[src/rtl/mem_port_arbiter_if.sv]
// Bundle of pipeline-side and memory-side signals of the unified memory port arbiter.
// master: the arbiter's view (drives completions, stalls and the memory request).
// slave : the environment's view (IF/MEM stages plus memory model).
interface mem_port_arbiter_if;
  // instruction-fetch side
  logic        if_req;
  logic [31:0] if_addr;
  logic [31:0] if_inst;
  logic        if_valid;
  logic        if_stall;
  // data-memory side
  logic        dm_req;
  logic        dm_we;
  logic [31:0] dm_addr;
  logic [31:0] dm_wdata;
  logic [31:0] dm_rdata;
  logic        dm_valid;
  logic        dm_stall;
  // memory side
  logic        mem_req;
  logic        mem_we;
  logic [31:0] mem_addr;
  logic [31:0] mem_wdata;
  logic [31:0] mem_rdata;
  logic        mem_ack;
  logic        bus_err;

  modport master (
    input  if_req, if_addr, dm_req, dm_we, dm_addr, dm_wdata, mem_rdata, mem_ack,
    output if_inst, if_valid, if_stall, dm_rdata, dm_valid, dm_stall,
           mem_req, mem_we, mem_addr, mem_wdata, bus_err
  );

  modport slave (
    output if_req, if_addr, dm_req, dm_we, dm_addr, dm_wdata, mem_rdata, mem_ack,
    input  if_inst, if_valid, if_stall, dm_rdata, dm_valid, dm_stall,
           mem_req, mem_we, mem_addr, mem_wdata, bus_err
  );
endinterface

[src/rtl/mem_port_arbiter.sv]
// Purpose: shares one single-ported memory between instruction fetch and data access.
// Latency: request seen in cycle N -> mem_req at N+1 -> valid at N+2 with an immediate ack.
// Backpressure: requesters hold req until their valid pulse; stalls are req & ~valid.
// Ports: clk/rst (sync active-high); bus (master modport) carries the IF request/return,
// the DM request/return, the registered memory request and the bus_err abort pulse.
// Optional: define MEMARB_STARVE_GUARD_EN to force a fetch after MAX_DATA_STREAK data grants.
module mem_port_arbiter #(
  parameter int TIMEOUT         = 16,
  parameter int MAX_DATA_STREAK = 4
) (
  input logic              clk,
  input logic              rst,
  mem_port_arbiter_if.master bus
);

  localparam logic [1:0] IDLE = 2'd0;
  localparam logic [1:0] DATA = 2'd1;
  localparam logic [1:0] INST = 2'd2;

  localparam logic [7:0] WAIT_LAST = 8'(TIMEOUT - 1);

  logic [1:0]  state;
  logic [7:0]  wait_cnt;
  logic        mem_req_q;
  logic        mem_we_q;
  logic [31:0] mem_addr_q;
  logic [31:0] mem_wdata_q;
  logic [31:0] if_inst_q;
  logic [31:0] dm_rdata_q;
  logic        if_valid_q;
  logic        dm_valid_q;
  logic        bus_err_q;

  logic        completing;
  logic        force_if;
  logic        grant_dm;
  logic        grant_if;

  // No grant at all in a completion cycle: the finishing requester still shows
  // its old req, and letting the other side in here would let a fetch slip
  // past a data stage that re-requests straight away.
  assign completing = if_valid_q | dm_valid_q;

`ifdef MEMARB_STARVE_GUARD_EN
  localparam logic [2:0] STREAK_MAX = 3'(MAX_DATA_STREAK);

  // Consecutive data grants made while a fetch was waiting.
  logic [2:0] streak;

  assign force_if = (streak >= STREAK_MAX) & bus.if_req;

  always_ff @(posedge clk) begin
    if (rst) begin
      streak <= 3'd0;
    end else if (grant_if) begin
      streak <= 3'd0;
    end else if (grant_dm) begin
      if (!bus.if_req)
        streak <= 3'd0;
      else if (streak != 3'd7)
        streak <= streak + 3'd1;
    end
  end
`else
  // Strict data priority; the streak limit only matters with the guard enabled,
  // so keep it referenced here without building any logic from it.
  logic unused_streak_cfg;
  assign unused_streak_cfg = (MAX_DATA_STREAK != 0);
  assign force_if          = 1'b0;
`endif

  always_comb begin
    grant_dm = 1'b0;
    grant_if = 1'b0;
    if (state == IDLE && !completing) begin
      if (bus.dm_req && !force_if)
        grant_dm = 1'b1;
      else if (bus.if_req)
        grant_if = 1'b1;
    end
  end

  always_ff @(posedge clk) begin
    if (rst) begin
      state       <= IDLE;
      wait_cnt    <= 8'd0;
      mem_req_q   <= 1'b0;
      mem_we_q    <= 1'b0;
      mem_addr_q  <= 32'd0;
      mem_wdata_q <= 32'd0;
      if_inst_q   <= 32'd0;
      dm_rdata_q  <= 32'd0;
      if_valid_q  <= 1'b0;
      dm_valid_q  <= 1'b0;
      bus_err_q   <= 1'b0;
    end else begin
      if_valid_q <= 1'b0;
      dm_valid_q <= 1'b0;
      bus_err_q  <= 1'b0;
      case (state)
        IDLE: begin
          if (grant_dm) begin
            state       <= DATA;
            mem_req_q   <= 1'b1;
            mem_we_q    <= bus.dm_we;
            mem_addr_q  <= bus.dm_addr;
            mem_wdata_q <= bus.dm_wdata;
            wait_cnt    <= 8'd0;
          end else if (grant_if) begin
            state      <= INST;
            mem_req_q  <= 1'b1;
            mem_we_q   <= 1'b0;
            mem_addr_q <= bus.if_addr;
            wait_cnt   <= 8'd0;
          end
        end
        DATA, INST: begin
          if (bus.mem_ack) begin
            state     <= IDLE;
            mem_req_q <= 1'b0;
            if (state == DATA) begin
              dm_valid_q <= 1'b1;
              if (!mem_we_q)
                dm_rdata_q <= bus.mem_rdata;
            end else begin
              if_valid_q <= 1'b1;
              if_inst_q  <= bus.mem_rdata;
            end
          end else if (wait_cnt == WAIT_LAST) begin
            // Abort: complete with zero data (a NOP for fetch); a store is lost.
            state     <= IDLE;
            mem_req_q <= 1'b0;
            bus_err_q <= 1'b1;
            if (state == DATA) begin
              dm_valid_q <= 1'b1;
              if (!mem_we_q)
                dm_rdata_q <= 32'd0;
            end else begin
              if_valid_q <= 1'b1;
              if_inst_q  <= 32'd0;
            end
          end else begin
            wait_cnt <= wait_cnt + 8'd1;
          end
        end
        default: begin
          state     <= IDLE;
          mem_req_q <= 1'b0;
        end
      endcase
    end
  end

  assign bus.mem_req   = mem_req_q;
  assign bus.mem_we    = mem_we_q;
  assign bus.mem_addr  = mem_addr_q;
  assign bus.mem_wdata = mem_wdata_q;
  assign bus.if_inst   = if_inst_q;
  assign bus.if_valid  = if_valid_q;
  assign bus.dm_rdata  = dm_rdata_q;
  assign bus.dm_valid  = dm_valid_q;
  assign bus.bus_err   = bus_err_q;
  assign bus.if_stall  = bus.if_req & ~if_valid_q;
  assign bus.dm_stall  = bus.dm_req & ~dm_valid_q;

endmodule
[src/flat_wrapper.sv]
// flat-port wrapper written by rule: the top's interface ports become plain ports
module mem_port_arbiter_flat 
#(
  parameter int TIMEOUT         = 16,
  parameter int MAX_DATA_STREAK = 4
)
  (clk, rst, bus_if_req, bus_if_addr, bus_dm_req, bus_dm_we, bus_dm_addr, bus_dm_wdata, bus_mem_rdata, bus_mem_ack, bus_if_inst, bus_if_valid, bus_if_stall, bus_dm_rdata, bus_dm_valid, bus_dm_stall, bus_mem_req, bus_mem_we, bus_mem_addr, bus_mem_wdata, bus_bus_err);
  mem_port_arbiter_if bus_i ();
  input logic clk;
  input logic rst;
  input wire logic [$bits(bus_i.if_req)-1:0] bus_if_req;
  input wire logic [$bits(bus_i.if_addr)-1:0] bus_if_addr;
  input wire logic [$bits(bus_i.dm_req)-1:0] bus_dm_req;
  input wire logic [$bits(bus_i.dm_we)-1:0] bus_dm_we;
  input wire logic [$bits(bus_i.dm_addr)-1:0] bus_dm_addr;
  input wire logic [$bits(bus_i.dm_wdata)-1:0] bus_dm_wdata;
  input wire logic [$bits(bus_i.mem_rdata)-1:0] bus_mem_rdata;
  input wire logic [$bits(bus_i.mem_ack)-1:0] bus_mem_ack;
  output wire logic [$bits(bus_i.if_inst)-1:0] bus_if_inst;
  output wire logic [$bits(bus_i.if_valid)-1:0] bus_if_valid;
  output wire logic [$bits(bus_i.if_stall)-1:0] bus_if_stall;
  output wire logic [$bits(bus_i.dm_rdata)-1:0] bus_dm_rdata;
  output wire logic [$bits(bus_i.dm_valid)-1:0] bus_dm_valid;
  output wire logic [$bits(bus_i.dm_stall)-1:0] bus_dm_stall;
  output wire logic [$bits(bus_i.mem_req)-1:0] bus_mem_req;
  output wire logic [$bits(bus_i.mem_we)-1:0] bus_mem_we;
  output wire logic [$bits(bus_i.mem_addr)-1:0] bus_mem_addr;
  output wire logic [$bits(bus_i.mem_wdata)-1:0] bus_mem_wdata;
  output wire logic [$bits(bus_i.bus_err)-1:0] bus_bus_err;
  assign bus_i.if_req = bus_if_req;
  assign bus_i.if_addr = bus_if_addr;
  assign bus_i.dm_req = bus_dm_req;
  assign bus_i.dm_we = bus_dm_we;
  assign bus_i.dm_addr = bus_dm_addr;
  assign bus_i.dm_wdata = bus_dm_wdata;
  assign bus_i.mem_rdata = bus_mem_rdata;
  assign bus_i.mem_ack = bus_mem_ack;
  assign bus_if_inst = bus_i.if_inst;
  assign bus_if_valid = bus_i.if_valid;
  assign bus_if_stall = bus_i.if_stall;
  assign bus_dm_rdata = bus_i.dm_rdata;
  assign bus_dm_valid = bus_i.dm_valid;
  assign bus_dm_stall = bus_i.dm_stall;
  assign bus_mem_req = bus_i.mem_req;
  assign bus_mem_we = bus_i.mem_we;
  assign bus_mem_addr = bus_i.mem_addr;
  assign bus_mem_wdata = bus_i.mem_wdata;
  assign bus_bus_err = bus_i.bus_err;
  mem_port_arbiter #(.TIMEOUT(TIMEOUT), .MAX_DATA_STREAK(MAX_DATA_STREAK)) u_core (.clk(clk), .rst(rst), .bus(bus_i));
endmodule
[config.mk]
export PLATFORM = sky130hd
export DESIGN_NAME = mem_port_arbiter_flat
export DESIGN_NICKNAME = d
export VERILOG_FILES = /design/src/rtl/mem_port_arbiter_if.sv /design/src/rtl/mem_port_arbiter.sv /design/src/flat_wrapper.sv
export SDC_FILE = /design/constraint.sdc
export NUM_CORES = 1
export LEC_CHECK = 0
export BUFFER_PORTS_ARGS = -buffer_cell sky130_fd_sc_hd__buf_2
export CORE_ASPECT_RATIO = 0.6
export CORE_MARGIN = 1.5
export CORE_UTILIZATION = 47
export CTS_CLUSTER_SIZE = 40
export DETAILED_ROUTE_END_ITERATION = 12
export PLACE_DENSITY = 0.8
export SETUP_SLACK_MARGIN = 0.3
export SYNTH_ARGS = -nofsm -noshare
export SYNTH_HDL_FRONTEND = slang
export SYNTH_SLANG_ARGS = --single-unit
[constraint.sdc]
create_clock -name clk -period 2.25 [get_ports clk]
set_clock_uncertainty 0.15 [all_clocks]
set_input_delay 0.45 -clock clk [delete_from_list [all_inputs] [get_ports clk]]
set_output_delay 0.45 -clock clk [all_outputs]
set_load 0.05 [all_outputs]
==> results.sh, run 1 <==
export IMPL_status="finished, final reports clean"
export IMPL_muxShareOfSynthArea=0.00861
export IMPL_grt_pass1_wl_microns=25900
export IMPL_mostFrequentLayoutCell="buf_2"
export IMPL_start_util=0.482
export IMPL_gp_congestion=0.894
export IMPL_synth_top_family_by_area="simple AND/OR/NAND/NOR gates"
export IMPL_maxSlewViolCount=0
export IMPL_dp_cells=1095
export IMPL_ff2ff_path_depth=5
export IMPL_routedWlPerCell_microns=16.3
export IMPL_p_leak_uw=0.00362
export IMPL_seqCellArea_sq_um=2870
export IMPL_grt_ovfl_total=0
export IMPL_arrival_ns=2.03
export IMPL_synth_xor_area_frac=0
export IMPL_h_tree_depth=4
export IMPL_timing_rr_start="u_core.wait_cnt[4]"
export IMPL_synthesis_area_sq_um=5810
export IMPL_worstSetupEndpointType="flop"
export IMPL_worst_setup_path_type="reg2reg"
export IMPL_slew_headroom=0.566
export IMPL_yosys_area_top_type="dfxtp_1"
export IMPL_powerDensity_nw_per_um2=1270
export IMPL_areaGrowthSynthToFinish_pct=41.5
export IMPL_critical_path_peak_fanout=7
export IMPL_min_period_over_period=0.845
export IMPL_setup_viol=0
export IMPL_cts_sinks=143
export IMPL_synth_ff_type="dfxtp_1"
export IMPL_hold_ws_ns=0.125
export IMPL_tightest_slew_ns=0.646
export IMPL_cts_buffers=17
export IMPL_dp_hpwl_microns=11800
export IMPL_core_rowCount=31
export IMPL_finalPower_uw=10400
export IMPL_ys_ff_latch=143
export IMPL_synth_top_area_frac=0.493
export IMPL_design_die_area_sq_um=13100
export IMPL_synth_adder_area_share=0.00646
export IMPL_drc=0
export IMPL_firstDrtPassIters=5
export IMPL_worstSetupStartpoint="u_core.wait_cnt[4]"
export IMPL_hold_viol_final=0
export IMPL_r2r_slack_ns=0.35
export IMPL_track_usage=0.251
export IMPL_rsz0062_at_grt="yes"
export IMPL_synth_edff_count=0
export IMPL_dp_slack_ns=-0.0852
export IMPL_io_buffers=268
export IMPL_ys_warn_count=0
export IMPL_final_setup_worst_slack_ns=0.349
export IMPL_antenna_found_initial=0
export IMPL_core_area_sq_um=12100
export IMPL_fill_cells=1020
export IMPL_cp_slowest_stage_delay_ns=0.59
export IMPL_crit_buf_inv=1
export IMPL_clock_root_buffer="clkbuf_16"
export IMPL_syn_inst=708
export IMPL_tritoncts="done"
export IMPL_critical_path_depth=5
export IMPL_layout_common_cells="267 x buf_2, 169 x nand2_1, 140 x dfxtp_1"
export IMPL_drtIter0Drc=488
export IMPL_crit_path_top_delay_cell="or4_4"
export IMPL_vias=6082
export IMPL_wl_microns=18600
export IMPL_cp_top_family="simple AND/OR/NAND/NOR gates"
export IMPL_hp_class="in2reg"
export IMPL_maxCapViolCount=0
export IMPL_fin_util=0.681
export IMPL_avgSynthCellArea_sq_um=8.21
export IMPL_fin_cells=1136
export IMPL_die_w_microns=147
export IMPL_clkTransAtPathRegs_ns=0.06
export IMPL_ant_nets=0
export IMPL_synth_seq_area_share=0.493
export IMPL_synth_compound_area_frac=0.216
export IMPL_ir_worst_vdd_uv=690
export IMPL_reg2reg_to="u_core.wait_cnt[3]"
export IMPL_grt_max_degree=67
export IMPL_start_kind="flop"
export IMPL_pin_count=269
export IMPL_min_path_cells=3
export IMPL_drive_gt1_frac=0.368
export IMPL_path_cells="or4_4, o21ai_4, buf_4, a211oi_2, mux2i_1"
export IMPL_max_freq_ghz=0.526
export IMPL_clockBufferDepth=2
export IMPL_cp_required_ns=2.38
export IMPL_synthSimpleGateAreaFrac=0.225
export IMPL_min_period_ns=1.90
export IMPL_num_antenna_cells=0
export IMPL_die_y_microns=89.1
export IMPL_async_flop_share=0
export IMPL_synth_distinct_cells=47
export IMPL_multi_input_area_sq_um=2790
export IMPL_nets=1095
export IMPL_vias_per_cell=5.35
export IMPL_grt_pass1_vias=5106
export IMPL_synth_area_leaders="dfxtp_1 49%, nand2_1 11%, a21oi_1 8.7%, o21ai_0 5.5%, a311oi_1 4.8%"
export IMPL_postSynthNetCount=845
export IMPL_clock_latency_ns=0.41
export IMPL_crit_end="u_core.wait_cnt[3]"
-- tightest hold or removal path, stage by stage --
cell and delay (ns):
buf_2 0.09, nand2_1 0.05, a21oi_1 0.05
-- registers in the layout, summed over array words and instances (netlist names) --
name and flops:
u_core.bus.dm_valid 1, u_core.bus.if_inst 32, u_core.bus.if_valid 1, u_core.bus.bus_err 1, u_core.wait_cnt 8, u_core.bus.mem_req 1
u_core.bus.mem_addr 32, u_core.state 2, u_core.bus.dm_rdata 32, u_core.bus.mem_wdata 32, u_core.bus.mem_we 1
-- worst min path at each step --
stage / start / slack (ns) / endpoint
final: bus_dm_wdata[18] / 0.12 / u_core.bus.mem_wdata[18]
after global routing: bus_dm_wdata[19] / 0.12 / u_core.bus.mem_wdata[19]
after CTS: bus_dm_wdata[30] / 0.11 / u_core.bus.mem_wdata[30]
after detailed placement: u_core.bus.mem_wdata[25] / 0.29 / u_core.bus.mem_wdata[25]
after global placement: u_core.bus.mem_wdata[20] / 0.29 / u_core.bus.mem_wdata[20]
after floorplan: u_core.state[1] / 0.30 / u_core.state[1]
-- synth_stat cells, types with 2 or more instances --
| library cell | number |
|---|---|
| nand2_1 | 170 |
| dfxtp_1 | 143 |
| a21oi_1 | 101 |
| o21ai_0 | 64 |
| clkbuf_1 | 45 |
| nor2_1 | 37 |
| a311oi_1 | 32 |
| nand4b_1 | 32 |
| buf_2 | 15 |
| nand2b_1 | 9 |
| mux2i_1 | 5 |
| nand3_1 | 4 |
| buf_4 | 3 |
| ha_1 | 3 |
| inv_1 | 3 |
| nor2b_1 | 3 |
| nor3_1 | 3 |
| o21ai_1 | 3 |
| o31ai_1 | 3 |
| and2_1 | 2 |
| nor4_1 | 2 |
-- stage by stage --
step	instance area (sq um)	setup TNS, ns
final	8220	0
after global routing	8220	0
after CTS	7980	0
after detailed placement	7300	-0.291
after global placement	7300	0
after floorplan	5810	0
-- per-layer routing --
layer	vias up	global-route usage	wire length, microns
met3	15	0.0663	1530
li1	2977	-	-
met1	2818	0.344	8500
met2	272	0.389	8350
met5	-	0	0
met4	0	0.0799	165
-- final cells by class --
type	instances	share of cell area
Multi-Input combinational cell	497	0.340
Clock buffer	20	0.0556
Clock inverter	12	0.0193
Sequential cell	143	0.349
Timing Repair Buffer	296	0.210
Inverter	3	0.00137
Tap cell	165	0.0251
-- repair_timing --
action / 4_1_cts / 5_1_grt
gates cloned: 0 / 6
endpoints found under the setup margin: 98 / 96
pin swaps: 1 / 4
hold buffers: 0 / 0
setup buffers: 2 / 1
gates resized for setup: 9 / 24
-- cell families (layout without fill, tap and decap cells) --
family          count (synthesis)  in the layout
buf+inv                        68            331
flops                         143            143
compound gates                215            215
fa+ha+maj                       3              3
mux                             5              5
simple gates                  274            274
-- where the power goes --
part	total, uW	leakage (uW)	internal [uW]	switching, uW
Clock	2910	0.000297	1810	1100
Combinational	4370	0.00215	1290	3080
Sequential	3160	0.00117	2960	205
Total	10400	0.00362	6060	4380
Note: power is estimated with default switching activity, not from simulation.
==> run 2, diff against run 1 <==
CORE_UTILIZATION = 42   (was 47)
PLACE_DENSITY = 0.76   (was 0.8)
clock period = 1.7 ns   (was 2.25 ns; I/O delays follow)
==> run 2 against run 1 <==
The run now ends with setup timing left. Largest power group unchanged. Clock power up 29%. Power rose by 50%. Count of clock-buffer cells in the layout shrank 2.
==> results.sh, run 2 (synthesis results as in run 1) <==
export IMPL_arrival_ns=2.09
export IMPL_core_area_sq_um=13600
export IMPL_grt_ovfl_total=0
export IMPL_timing_hold_worst_start="bus_dm_wdata[30]"
export IMPL_ir_worst_vdd_uv=834
export IMPL_pwr_share_comb=0.485
export IMPL_fin_cells=1230
export IMPL_intPower_uw=9010
export IMPL_fin_util=0.758
export IMPL_violations="setup timing"
export IMPL_fin_tns_setup_ns=-14.25
export IMPL_drive_gt1_frac=0.563
export IMPL_min_period_ns=1.95
export IMPL_slew_headroom=0.726
export IMPL_switching_share=0.425
export IMPL_core_rowCount=33
export IMPL_status="complete, but fails checks"
export IMPL_p_leak_uw=0.00434
export IMPL_p_clk_frac=0.240
export IMPL_layout_common_cells="226 x buf_2, 159 x nand2_1, 104 x dfxtp_1"
export IMPL_grt_pass1_vias=5870
export IMPL_ant_nets=0
export IMPL_maxCapViolCount=0
export IMPL_worstSetupEndpointType="flop"
export IMPL_h_tree_depth=4
export IMPL_hold_viol_final=0
export IMPL_antenna_found_initial=1
export IMPL_drtIter0Drc=658
export IMPL_cts_sinks=143
export IMPL_start_kind="flop"
export IMPL_max_freq_ghz=0.513
export IMPL_dp_hpwl_microns=13000
export IMPL_clock_latency_ns=0.42
export IMPL_dp_slack_ns=-0.0939
export IMPL_min_path_cells=3
export IMPL_dp_cells=1139
export IMPL_min_period_over_period=1.15
export IMPL_design_die_area_sq_um=14600
export IMPL_hp_class="in2reg"
export IMPL_ff2ff_path_depth=9
export IMPL_rsz0062_at_grt="yes"
export IMPL_vias_per_cell=5.59
export IMPL_pin_count=269
export IMPL_reg2reg_to="u_core.bus.dm_rdata[27]"
export IMPL_hold_end="u_core.bus.mem_wdata[30]"
export IMPL_switching_power_uw=6670
export IMPL_io_buffers=268
export IMPL_gp_congestion=0.816
export IMPL_wl_microns=23900
export IMPL_timing_rr_start="u_core.wait_cnt[6]"
export IMPL_start_util=0.428
export IMPL_cp_required_ns=1.84
export IMPL_hold_ws_ns=0.00602
export IMPL_clock_root_buffer="clkbuf_16"
export IMPL_worst_setup_path_type="reg2reg"
export IMPL_maxSlewViolCount=0
export IMPL_clockBufferDepth=2
export IMPL_critical_path_peak_fanout=7
export IMPL_die_y_microns=94.1
export IMPL_track_usage=0.269
export IMPL_grt_max_degree=61
export IMPL_seq_power_share=0.275
export IMPL_final_setup_worst_slack_ns=-0.248
export IMPL_die_w_microns=155
export IMPL_powerDensity_nw_per_um2=1520
export IMPL_firstDrtPassIters=5
export IMPL_vias=6875
export IMPL_mostFrequentLayoutCell="buf_2"
export IMPL_tightest_slew_ns=0.412
export IMPL_cts_buffers=17
export IMPL_grt_pass1_wl_microns=30700
export IMPL_nets=1178
export IMPL_routedWlPerCell_microns=19.4
export IMPL_setup_viol=133
export IMPL_drc=0
export IMPL_tritoncts="done"
export IMPL_areaGrowthSynthToFinish_pct=77.3
export IMPL_clkTransAtPathRegs_ns=0.06
export IMPL_r2r_slack_ns=-0.25
## run 2: cell count changes in the layout (fill, tap and decap cells not counted), moves of 12 or more
| cell | previous run | this run |
|---|---|---|
| buf_8 | 0 | 31 |
| a21oi_2 | 0 | 34 |
| o21ai_2 | 0 | 40 |
| dfxtp_2 | 3 | 29 |
| a311oi_1 | 32 | 20 |
| buf_12 | 6 | 21 |
| buf_2 | 267 | 226 |
| o21ai_0 | 64 | 4 |
| dfxtp_1 | 140 | 104 |
| a21oi_1 | 100 | 66 |
| buf_6 | 3 | 26 |
| buf_4 | 14 | 57 |
| a311oi_2 | 0 | 12 |
## run 2: metrics by stage
step	power, uW	area (sq um)
3_3_place_gp	9960	7760
2_1_floorplan	8390	6040
6_report	15700	10300
3_5_place_dp	10000	7760
4_1_cts	14400	8870
5_1_grt	16300	10300
## run 2: area by class of cell
type | count | area (sq um)
well taps | 175 | 219
flip-flops and latches | 143 | 2940
repair buffers | 379 | 3140
clock inverters | 14 | 155
diodes | 1 | 2.50
clock buffers | 18 | 429
fillers | 920 | 3280
inverters | 3 | 11.3
multi-input cells | 497 | 3410
## run 2: critical path, stage by stage (launching register included)
cell and delay [ns]:
dfxtp_2 0.33, buf_6 0.13, nor4_4 0.36, buf_4 0.19
a21oi_4 0.08, buf_6 0.13, buf_6 0.12, buf_12 0.14
o21ai_2 0.13, a21oi_1 0.08
## run 2: power by group through the flow
stage	clock, uW	sequential, uW	combinational [uW]
2_1_floorplan	0	6060	2330
3_3_place_gp	0	4230	5730
3_5_place_dp	0	4250	5760
4_1_cts	3770	4200	6410
5_1_grt	3950	4370	7960
6_report	3760	4320	7600
## run 2: worst max path at each step
stage	depth (start not counted)	to	start
4_1_cts	6	u_core.wait_cnt[0]	u_core.state[1]
5_1_grt	9	u_core.bus.dm_rdata[27]	u_core.wait_cnt[6]
6_report	9	u_core.bus.dm_rdata[27]	u_core.wait_cnt[6]
3_3_place_gp	6	u_core.wait_cnt[2]	u_core.state[1]
2_1_floorplan	6	u_core.wait_cnt[0]	u_core.state[1]
3_5_place_dp	7	u_core.bus.mem_addr[21]	u_core.state[1]
## run 2: layer usage
| layer | routed length (microns) | vias to the layer above | global-route usage | part of all wire |
|---|---|---|---|---|
| li1 | - | 3174 | - | - |
| met1 | 10100 | 3261 | 0.365 | 0.43 |
| met5 | 0 | - | 0 | 0 |
| met3 | 1960 | 72 | 0.0673 | 0.082 |
| met4 | 698 | 0 | 0.0849 | 0.029 |
| met2 | 11100 | 368 | 0.420 | 0.46 |
## run 2: repair_timing
item / CTS / global route
gates cloned: 7 / 12
pin swaps: 31 / 66
buffers inserted: 10 / 25
resized for setup: 99 / 339
setup endpoints to repair: 278 / 278
endpoints found under the hold margin: 3 / 1
hold buffers: 3 / 1
==> run 3, diff against run 2 <==
ABC_AREA = 1   (was default)
CORE_UTILIZATION = 43   (was 42)
PLACE_DENSITY = 0.77   (was 0.76)
==> run 3 against run 2 <==
The flow still finishes with violations (setup timing). Hold slack better by 0.0046 ns. Wire length up 10%. Die area rose by 3.1%. Synthesized area is 5.7% higher. Clock power barely moved. Flip-flop and latch count unchanged. Count of clock-buffer cells in the layout is the same. Core utilization rose by 5.7 points. Fmax is 10% higher. Critical path type unchanged. Largest cell class is now non-clock buffers. Largest power group unchanged.
==> results.sh, run 3 <==
export IMPL_status="complete, but fails checks"
export IMPL_violations="setup timing"
export IMPL_yosys_area_top_type="dfxtp_1"
export IMPL_clock_latency_ns=0.42
export IMPL_max_freq_ghz=0.567
export IMPL_routedWlPerCell_microns=19.3
export IMPL_powerDensity_nw_per_um2=1830
export IMPL_ctsHoldBuffers=0
export IMPL_synth_most_common_cell="nand2_1"
export IMPL_tritoncts="done"
export IMPL_ys_ff_latch=143
export IMPL_cp_required_ns=1.90
export IMPL_synth_area_leaders="dfxtp_1 47%, nand2_1 12%, nand4_1 6.6%, a21oi_1 6.1%, nor2_1 5.2%"
export IMPL_crit_path_top_delay_cell="dfxtp_4"
export IMPL_hold_viol_final=0
export IMPL_track_usage=0.294
export IMPL_grt_pass1_wl_microns=34000
export IMPL_switching_share=0.454
export IMPL_antenna_found_initial=0
export IMPL_synth_distinct_cells=24
export IMPL_mostFrequentLayoutCell="buf_2"
export IMPL_die_w_microns=157
export IMPL_place_area_sq_um=7890
export IMPL_drc=0
export IMPL_fill_cells=799
export IMPL_arrival_ns=1.96
export IMPL_gp_congestion=0.856
export IMPL_cts_sinks=143
export IMPL_num_antenna_cells=0
export IMPL_timing_hold_worst_start="bus_dm_wdata[27]"
export IMPL_design_die_area_sq_um=15000
export IMPL_dp_hpwl_microns=12300
export IMPL_firstDrtPassIters=5
export IMPL_synth_top_cells_by_count="196 x nand2_1, 143 x dfxtp_1, 85 x nor2_1, 77 x inv_1, 75 x a21oi_1"
export IMPL_final_setup_worst_slack_ns=-0.0638
export IMPL_core_rowCount=33
export IMPL_synthesis_area_sq_um=6140
export IMPL_path_cells="ha_4, nand3_4, inv_2, nand3_4, nand2_4, buf_4, nand3_2, buf_12, nand2_1, a21oi_2"
export IMPL_clkTransAtPathRegs_ns=0.07
export IMPL_intPower_uw=11300
export IMPL_die_y_microns=95.6
export IMPL_pwr_share_comb=0.584
export IMPL_fin_tns_setup_ns=-0.137
export IMPL_worst_setup_path_type="reg2reg"
export IMPL_grt_ovfl_total=0
export IMPL_synth_top_area_frac=0.466
export IMPL_start_util=0.445
export IMPL_hp_class="in2reg"
export IMPL_ys_warn_count=0
export IMPL_ff2ff_path_depth=10
export IMPL_ir_worst_vdd_uv=1160
export IMPL_critical_path_peak_fanout=32
export IMPL_crit_top_cell="nand3_4"
export IMPL_maxCapViolCount=0
export IMPL_async_flop_share=0
export IMPL_switching_power_uw=9360
export IMPL_start_kind="flop"
export IMPL_slew_headroom=0.710
export IMPL_worstSetupStartpoint="u_core.wait_cnt[0]"
export IMPL_h_tree_depth=4
export IMPL_worstSetupEndpointType="flop"
export IMPL_ant_nets=0
export IMPL_cp_top_family="simple AND/OR/NAND/NOR gates"
export IMPL_wl_microns=26300
export IMPL_maxSlewViolCount=0
export IMPL_p_leak_uw=0.00526
export IMPL_r2r_slack_ns=-0.06
export IMPL_critical_path_depth=10
export IMPL_synth_ff_type="dfxtp_1"
export IMPL_tightest_slew_ns=0.435
export IMPL_areaGrowthSynthToFinish_pct=83.2
export IMPL_cp_slowest_stage_delay_ns=0.36
export IMPL_setup_viol=6
export IMPL_cts_buffers=17
export IMPL_avgSynthCellArea_sq_um=7.28
export IMPL_dp_cells=1268
export IMPL_grt_pass1_vias=6713
export IMPL_layout_common_cells="174 x buf_2, 146 x nand2_1, 84 x buf_8, 84 x dfxtp_2"
export IMPL_io_buffers=268
export IMPL_rsz0062_at_grt="yes"
export IMPL_seq_power_share=0.234
export IMPL_pin_count=269
export IMPL_min_period_ns=1.76
export IMPL_nets=1298
export IMPL_drtIter0Drc=468
export IMPL_p_clk_frac=0.182
export IMPL_postSynthNetCount=980
export IMPL_grt_max_degree=54
export IMPL_hold_ws_ns=0.0106
export IMPL_reg2reg_to="u_core.bus.dm_rdata[28]"
export IMPL_fin_cells=1366
export IMPL_core_area_sq_um=13800
export IMPL_dp_slack_ns=-0.00711
export IMPL_clock_root_buffer="clkbuf_16"
export IMPL_clockBufferDepth=2
export IMPL_crit_end="u_core.bus.dm_rdata[28]"
export IMPL_min_period_over_period=1.04
export IMPL_drive_gt1_frac=0.551
export IMPL_vias_per_cell=5.54
export IMPL_fin_area_sq_um=11300
export IMPL_timing_rr_start="u_core.wait_cnt[0]"
export IMPL_synth_seq_area_share=0.466
export IMPL_crit_buf_inv=3
export IMPL_syn_inst=843
export IMPL_synth_edff_count=0
export IMPL_vias=7569
-- run 3: cell types whose count changed after synthesis, moves of 13 or more --
| cell | delta |
|---|---|
| a21oi_1 | -26 |
| nand3_1 | +45 |
| nor2_1 | +48 |
| clkbuf_1 | -14 |
| nand4_1 | +64 |
| inv_1 | +74 |
| nand4b_1 | -32 |
| a311oi_1 | -32 |
| buf_2 | +13 |
| o211ai_1 | +32 |
| o21ai_0 | -30 |
| nand2_1 | +26 |
-- run 3: worst min path at each step --
stage | end | cells after the start
global route | u_core.bus.mem_we | 3
detailed placement | u_core.bus.if_inst[1] | 2
global placement | u_core.bus.if_inst[1] | 2
finish | u_core.bus.mem_wdata[27] | 3
CTS | u_core.bus.mem_wdata[17] | 3
floorplan | u_core.state[1] | 2
-- run 3: layout make-up --
cell class / instances / area (sq um) / area share
clock buffer: 18 / 429 / 0.0381
sequential: 143 / 2990 / 0.266
timing repair buffer: 369 / 3700 / 0.329
tap: 192 / 240 / 0.0214
multi-input combinational: 548 / 3400 / 0.302
clock inverter: 14 / 159 / 0.0141
inverter: 82 / 334 / 0.0297
-- run 3: power by group through the flow --
| stage | Sequential [uW] | Clock (uW) | Combinational (uW) |
|---|---|---|---|
| after global routing | 4900 | 3940 | 12600 |
| after global placement | 4530 | 0 | 7520 |
| final | 4840 | 3760 | 12000 |
| after CTS | 4570 | 3760 | 9870 |
| after detailed placement | 4540 | 0 | 7590 |
| after floorplan | 6940 | 0 | 3360 |
-- run 3: worst register-to-register path, delay by kind of cell, from the launching register on --
kind	cells	cell delay (ns)
AO/OA/AOI/OAI	1	0.19
adder cells (fa/ha/maj)	1	0.16
buffers and inverters	3	0.40
flip-flops	1	0.36
AND/OR/NAND/NOR	5	0.43
-- run 3: cell families after synthesis --
group | Yosys count | synth area share
simple gates | 401 | 0.287
flops | 143 | 0.466
buf+inv | 152 | 0.109
fa+ha+maj | 3 | 0.00611
compound gates | 144 | 0.132
-- run 3: repair_timing --
action                     in CTS  in global routing
resized for setup             277                361
cloned                         15                  6
buffers inserted               29                 16
pin swaps                      69                 40
setup endpoints to repair     278                278
-- run 3: stage by stage --
stage,total power [uW],utilization
global route,21400,0.816
floorplan,10300,-
CTS,18200,0.730
finish,20600,0.816
detailed placement,12100,0.572
global placement,12100,0.572
-- run 3: per-layer routing --
metal	global-route usage	vias up	share of wire
li1	-	3426	-
met1	0.372	3569	0.39
met2	0.472	475	0.47
met3	0.0964	99	0.10
met4	0.102	0	0.037
met5	0	-	0
